`config.mk`:
```
export PLATFORM = sky130hd
export DESIGN_NAME = mem_port_arbiter
export DESIGN_NICKNAME = d
export VERILOG_FILES = /design/src/rtl/mem_port_arbiter.sv
export SDC_FILE = /design/constraint.sdc
export NUM_CORES = 1
export LEC_CHECK = 0
export ABC_AREA = 1
export BUFFER_PORTS_ARGS = -buffer_cell sky130_fd_sc_hd__buf_2
export CAP_MARGIN = 5
export CORE_MARGIN = 4
export CORE_UTILIZATION = 46
export CTS_CLUSTER_DIAMETER = 80
export CTS_CLUSTER_SIZE = 40
export DETAILED_ROUTE_END_ITERATION = 7
export PLACE_DENSITY = 0.79
export SETUP_SLACK_MARGIN = 0.5
export SLEW_MARGIN = 0
export SYNTH_ARGS = -nofsm -noshare
export SYNTH_HDL_FRONTEND = slang
export SYNTH_SLANG_ARGS = --single-unit
export TNS_END_PERCENT = 50
```
`constraint.sdc`:
```
create_clock -name clk -period 2 [get_ports clk]
set_input_delay 0.2 -clock clk [delete_from_list [all_inputs] [get_ports clk]]
set_output_delay 0.2 -clock clk [all_outputs]
set_load 0.03 [all_outputs]
```
`src/rtl/mem_port_arbiter.sv`:
```
// Shares one fixed-latency memory port between instruction fetch (IF) and load/store (DM).
// Every access runs IDLE -> ISSUE -> WAIT (MEM_LAT cycles) -> DONE; simultaneous requests alternate.
module mem_port_arbiter #(
    parameter int MEM_LAT = 2,
    parameter int AW      = 32,
    parameter int DW      = 32
) (
    input  logic          clk,
    input  logic          reset,
    input  logic          if_req,
    input  logic [AW-1:0] if_addr,
    output logic [DW-1:0] if_rdata,
    output logic          if_ack,
    input  logic          dm_req,
    input  logic          dm_we,
    input  logic [AW-1:0] dm_addr,
    input  logic [DW-1:0] dm_wdata,
    output logic [DW-1:0] dm_rdata,
    output logic          dm_ack,
    output logic          mem_en,
    output logic          mem_we,
    output logic [AW-1:0] mem_addr,
    output logic [DW-1:0] mem_wdata,
    input  logic [DW-1:0] mem_rdata,
    output logic          busy
);

    localparam logic [1:0] S_IDLE  = 2'd0;
    localparam logic [1:0] S_ISSUE = 2'd1;
    localparam logic [1:0] S_WAIT  = 2'd2;
    localparam logic [1:0] S_DONE  = 2'd3;

    localparam logic [3:0] CNT_LOAD = 4'(MEM_LAT - 1);

    generate
        if (MEM_LAT < 1 || MEM_LAT > 15) begin : g_bad_mem_lat
            $error("mem_port_arbiter: MEM_LAT must be in 1..15");
        end
    endgenerate

    logic [1:0]    state_q, state_d;
    logic [3:0]    cnt_q, cnt_d;
    logic          owner_dm_q, owner_dm_d;
    logic          last_dm_q, last_dm_d;
    logic          mem_en_q, mem_en_d;
    logic          mem_we_q, mem_we_d;
    logic [AW-1:0] mem_addr_q, mem_addr_d;
    logic [DW-1:0] mem_wdata_q, mem_wdata_d;
    logic [DW-1:0] if_rdata_q, if_rdata_d;
    logic [DW-1:0] dm_rdata_q, dm_rdata_d;
    logic          if_ack_q, if_ack_d;
    logic          dm_ack_q, dm_ack_d;
    logic          busy_q, busy_d;
    logic          grant_dm;

    always_comb begin
        state_d     = state_q;
        cnt_d       = cnt_q;
        owner_dm_d  = owner_dm_q;
        last_dm_d   = last_dm_q;
        mem_en_d    = 1'b0;
        mem_we_d    = mem_we_q;
        mem_addr_d  = mem_addr_q;
        mem_wdata_d = mem_wdata_q;
        if_rdata_d  = if_rdata_q;
        dm_rdata_d  = dm_rdata_q;
        if_ack_d    = 1'b0;
        dm_ack_d    = 1'b0;
        grant_dm    = 1'b0;

        case (state_q)
            S_IDLE: begin
                if (if_req || dm_req) begin
                    // On a tie the requester that did not win last time gets the port.
                    grant_dm    = dm_req && (!if_req || !last_dm_q);
                    owner_dm_d  = grant_dm;
                    last_dm_d   = grant_dm;
                    mem_en_d    = 1'b1;
                    mem_we_d    = grant_dm && dm_we;
                    mem_addr_d  = grant_dm ? dm_addr : if_addr;
                    mem_wdata_d = grant_dm ? dm_wdata : '0;
                    state_d     = S_ISSUE;
                end
            end
            S_ISSUE: begin
                cnt_d    = CNT_LOAD;
                mem_we_d = 1'b0;
                state_d  = S_WAIT;
            end
            S_WAIT: begin
                if (cnt_q == 4'd0) begin
                    // Stores capture too (value is don't-care), but only into their own register.
                    if (owner_dm_q) begin
                        dm_rdata_d = mem_rdata;
                        dm_ack_d   = 1'b1;
                    end else begin
                        if_rdata_d = mem_rdata;
                        if_ack_d   = 1'b1;
                    end
                    state_d = S_DONE;
                end else begin
                    cnt_d = cnt_q - 4'd1;
                end
            end
            S_DONE: begin
                state_d = S_IDLE;
            end
            default: begin
                state_d = S_IDLE;
            end
        endcase

        busy_d = (state_d != S_IDLE);
    end

    always_ff @(posedge clk) begin
        if (reset) begin
            state_q     <= S_IDLE;
            cnt_q       <= 4'd0;
            owner_dm_q  <= 1'b0;
            last_dm_q   <= 1'b1;
            mem_en_q    <= 1'b0;
            mem_we_q    <= 1'b0;
            mem_addr_q  <= '0;
            mem_wdata_q <= '0;
            if_rdata_q  <= '0;
            dm_rdata_q  <= '0;
            if_ack_q    <= 1'b0;
            dm_ack_q    <= 1'b0;
            busy_q      <= 1'b0;
        end else begin
            state_q     <= state_d;
            cnt_q       <= cnt_d;
            owner_dm_q  <= owner_dm_d;
            last_dm_q   <= last_dm_d;
            mem_en_q    <= mem_en_d;
            mem_we_q    <= mem_we_d;
            mem_addr_q  <= mem_addr_d;
            mem_wdata_q <= mem_wdata_d;
            if_rdata_q  <= if_rdata_d;
            dm_rdata_q  <= dm_rdata_d;
            if_ack_q    <= if_ack_d;
            dm_ack_q    <= dm_ack_d;
            busy_q      <= busy_d;
        end
    end

    assign if_rdata  = if_rdata_q;
    assign if_ack    = if_ack_q;
    assign dm_rdata  = dm_rdata_q;
    assign dm_ack    = dm_ack_q;
    assign mem_en    = mem_en_q;
    assign mem_we    = mem_we_q;
    assign mem_addr  = mem_addr_q;
    assign mem_wdata = mem_wdata_q;
    assign busy      = busy_q;

endmodule

```
### Yosys cells after proc, flatten, opt, wreduce, memory -nomap -nowiden

Index checks and enable logic that the tools add are counted.
Widths: inputs -> output; s select.

* add/sub/neg operators: 1
* eq/ne operators: 5
* mux-type cells: 12
* bitwise gates (word level): 4
* reductions and logical operators: 18

Operator list (count)
* $mux 32: 2
* $pmux 2 s4: 1
* $pmux 4 s2: 1
* $reduce_and 2->1: 3
* $reduce_and 3->1: 2
* $reduce_bool 2->1: 3
* $eq 2x2->1 const B: 2
* $logic_not 4->1: 1
* $mux 1: 4
* $mux 2: 2
* $mux 4: 1
* $ne 2x2->1 const B: 2
* $not 1->1: 4
* $sub 4x1->4 const B: 1
* $reduce_or 3->1: 1
* $eq 2x1->1 const B: 1
* $logic_and 1x1->1: 2
* $logic_not 1->1: 2
* $logic_not 2->1: 1
* $logic_or 1x1->1: 2
* $pmux 1 s2: 1
* $reduce_or 2->1: 1

* flip-flop bits (word level): 141
* input bits: 133

### Depth between registers and ports, before layout

* depth in word-level cells: 6
* gate-level depth with buffers: 9
* gate-level depth less buffers: 8

### Least setup slack after synthesis

No wires, ideal clock.

* path kind: register to register
* start: reg state_q[0]
* end: reg dm_rdata_q[12] (netlist: dm_rdata[12])
* library setup time: 0.116 ns
* arrival time: 1.326 ns
* data required time: 1.884 ns
* path slack: 0.558 ns
* cell stages (with the launch flop): 9
* path buffers: 1
* clock period less this slack: 1.442 ns
* cells stage by stage: dfxtp_1 > inv_1 > ha_1 > nand2_2 > nor2_4 > inv_4 > buf_6 > nor2_1 > nor2_1

* word-level cells in the longest chain between the ends: 2

RTL lines
* start: declaration: line 41 `logic [1:0] state_q, state_d;`
* start signal: assignment: line 132 `state_q <= state_d;`
* $eq 2x2->1: line 71 `case (state_q)`
* $reduce_and 3->1 (no line)
* end signal: assignment: line 141 `dm_rdata_q <= dm_rdata_d;`
* end: declaration: line 50 `logic [DW-1:0] dm_rdata_q, dm_rdata_d;`

Every way passes these cells.
A chain may end at the register's enable or synchronous reset.

### Final worst setup path

* start: reg state_q[0]
* end: reg mem_addr_q[17] (netlist: mem_addr[17])

* word-level cells in the longest chain between the ends: 2

RTL lines
* $logic_not 2->1: line 71
* $reduce_and 2->1 (no line)
* end signal: assignment: line 138 `mem_addr_q <= mem_addr_d;`
* end: declaration: line 47 `logic [AW-1:0] mem_addr_q, mem_addr_d;`

Every way passes these cells.

==> flow_summary.ini <==
[logic_synthesis]
ys_ff_latch = 141
synth.distinct_cells = 27
synthTopCellsByArea = dfxtp_1 (52%), nor2_1 (11%), nand2_1 (9.9%), o21ai_0 (8.2%), a21oi_1 (6.6%)
syn_avg_cell_area_sq_um = 7.70
yosysSeqAreaShare_pct = 52.1
yosysWarningCount = 0
syn_inst = 704
yosysTopAreaCellShare_pct = 52.1
syn_area_sq_um = 5420
syn_nets = 842
yosys.area.top_type = dfxtp_1

[worst_setup_path]
cp_max_fo = 16
arrival_ns = 1.79
slowest_stage = dfxtp_1
cp-end-kind = flop
path_class = flop to flop
crit_chain = inv_2, ha_4, inv_1, nor2_4, buf_12, clkbuf_16, nand2_1, a21oi_1, nor2_1
start_kind = flop
cpPeakStageDelay_ns = 0.33
required_ns = 2.29

[placed_design]
dp_slack_ns = 0.239
place_congestion = 0.818
port_buffers = 265
dp_hpwl_mm = 10.6

[route]
wl_per_cell_um = 14.1
dr_total_vias = 5449
wl_mm = 15.8
drc_errors = 0
via_per_inst = 4.88
initialDrtViolationCount = 435
dr.pass1.iters = 5
ant_nets = 0

[power]
power.total_mw = 11.2
power_density_nw_per_um2 = 1490
vdd_drop_max_uv = 894
leakage_nw = 3.81

[sta]
rsz0062_at_grt = true
tns_ns = 0
slew_violations = 0
tightestPinTransition_ns = 0.529
layout_setup_ws_ns = 0.504
post-route-period-util_pct = 74.8
maxSlewHeadroom_pct = 64.7
clock.fmax_mhz = 668
clock_skew_ns = 0.00713
hold_viol = 0
min_period_ns = 1.50
setup_viol = 0

[cts]
htreeDepth = 4
clock_latency_ns = 0.41
root_buffer = clkbuf_16
clockBufferDepth = 2
holdBufCountCts = 0
cts_inserted_buffers = 17
cts.sinks = 141
clkTransAtPathRegs_ns = 0.05
cts_tree = done

[status]
outcome = finished clean

[grt]
grt_pass1_vias = 4998
antenna_found_initial = 0
gr-usage-all-layers_pct = 21.8
grt-ovfl-total = 0
grt_pass1_wl_mm = 23.6
grt_max_degree = 76

[job]
drv_cap = 0

[floorplan]
die_y_um = 117
die_area_sq_um = 13600
io_pins = 266
core_area_sq_um = 11500
start_util_pct = 47.3
fp.dieW_um = 117
row_count = 39

[layout]
drive_gt1_share_pct = 35.6
utilization_pct = 65.6
fillers = 1031
antenna_cells = 0
syn_to_final_growth_pct = 38.8
nets = 1099

[min_path]
hp-class = input port to flop
==> final timing paths <==
kind,cells past startpoint,end,slack [ns],from
max,9,mem_addr[17]$_SDFFE_PP0P_,0.50,state_q[0]$_SDFF_PP0_
min,3,mem_addr[0]$_SDFFE_PP0P_,0.02,if_addr[0]
max reg2reg,9,mem_addr[17]$_SDFFE_PP0P_,0.50,state_q[0]$_SDFF_PP0_
min reg2reg,2,mem_wdata[19]$_SDFFE_PP0P_,0.46,mem_wdata[19]$_SDFFE_PP0P_
==> placed cells by master (no fill, tap or decap), types with 11 or more instances in the layout <==
master     count
inv_1         11
a21oi_1       70
o21ai_0       85
nand2_1      143
nor2_1       154
o21ai_1       12
clkbuf_16     20
nor2_2        14
buf_2        265
dfxtp_1      140
==> synth_stat cells, drive strengths merged <==
cell type and n:
dfxtp 141, nand2 146, o211ai 1, inv 17, nand3 4, buf 31
o21ai 98, clkbuf 14, a21oi 72, nand4 2, a31oi 1, nand3b 1
nor2 171, ha 5
==> layout make-up <==
type | instances | area [sq um] | share of cell area [%]
Tap cell | 143 | 179 | 2.38
Clock buffer | 24 | 502 | 6.67
Inverter | 17 | 76.3 | 1.01
Clock inverter | 7 | 37.5 | 0.499
Sequential cell | 141 | 2820 | 37.5
Multi-Input combinational cell | 501 | 2280 | 30.3
Timing Repair Buffer | 283 | 1620 | 21.6
==> kinds of logic (layout without fill, tap and decap cells) <==
kind of cell	count (synthesis)	in the layout	share of synthesized area, %
compound gates	172	172	16.0
fa+ha+maj	5	5	1.15
buf+inv	62	331	6.62
flops	141	141	52.1
simple gates	324	324	24.1
==> registers in the layout, indices dropped and copies added (netlist names) <==
signal,flops
busy,1
cnt_q,4
dm_ack,1
dm_rdata,32
if_ack,1
if_rdata,32
last_dm_q,1
mem_addr,32
mem_en,1
mem_wdata,32
mem_we,1
owner_dm_q,1
state_q,2
==> through the flow <==
step                hold slack, ns  instance area [sq um]  cells
finish                      0.0176                   7520   1116
floorplan                    0.328                   5420    704
global route               0.00733                   7520   1116
detailed placement           0.430                   6750   1075
CTS                       0.000410                   7360   1111
global placement             0.422                   6750   1075
==> critical path: cells and delay by family (launching register included) <==
kind,cells,cell delay [ns]
AND/OR/NAND/NOR,3,0.25
adder cells (fa/ha/maj),1,0.16
AO/OA/AOI/OAI,1,0.15
flip-flops,1,0.33
buffers and inverters,4,0.52
==> metal layers <==
| layer | global-route usage [%] | up-vias | share of wire, % |
|---|---|---|---|
| met4 | 9.40 | 0 | 3.2 |
| met5 | 0 | - | 0 |
| met3 | 7.98 | 37 | 8.5 |
| met1 | 25.0 | 2407 | 38 |
| li1 | - | 2782 | - |
| met2 | 36.7 | 223 | 50 |
==> where the power goes <==
part | switching (mW) | leakage, nW | internal, mW
sequential | 0.324 | 1.15 | 3.49
combinational | 3.10 | 2.38 | 1.51
clock | 1.09 | 0.271 | 1.73
==> repair_timing <==
action                                  4_1_cts  5_1_grt
pin swaps                                     2        4
endpoints found under the setup margin      107      131
gates resized for setup                       3       19
gates cloned                                  1        3
buffers inserted                              4        2
No activity file was read; power rests on OpenSTA's default activity.
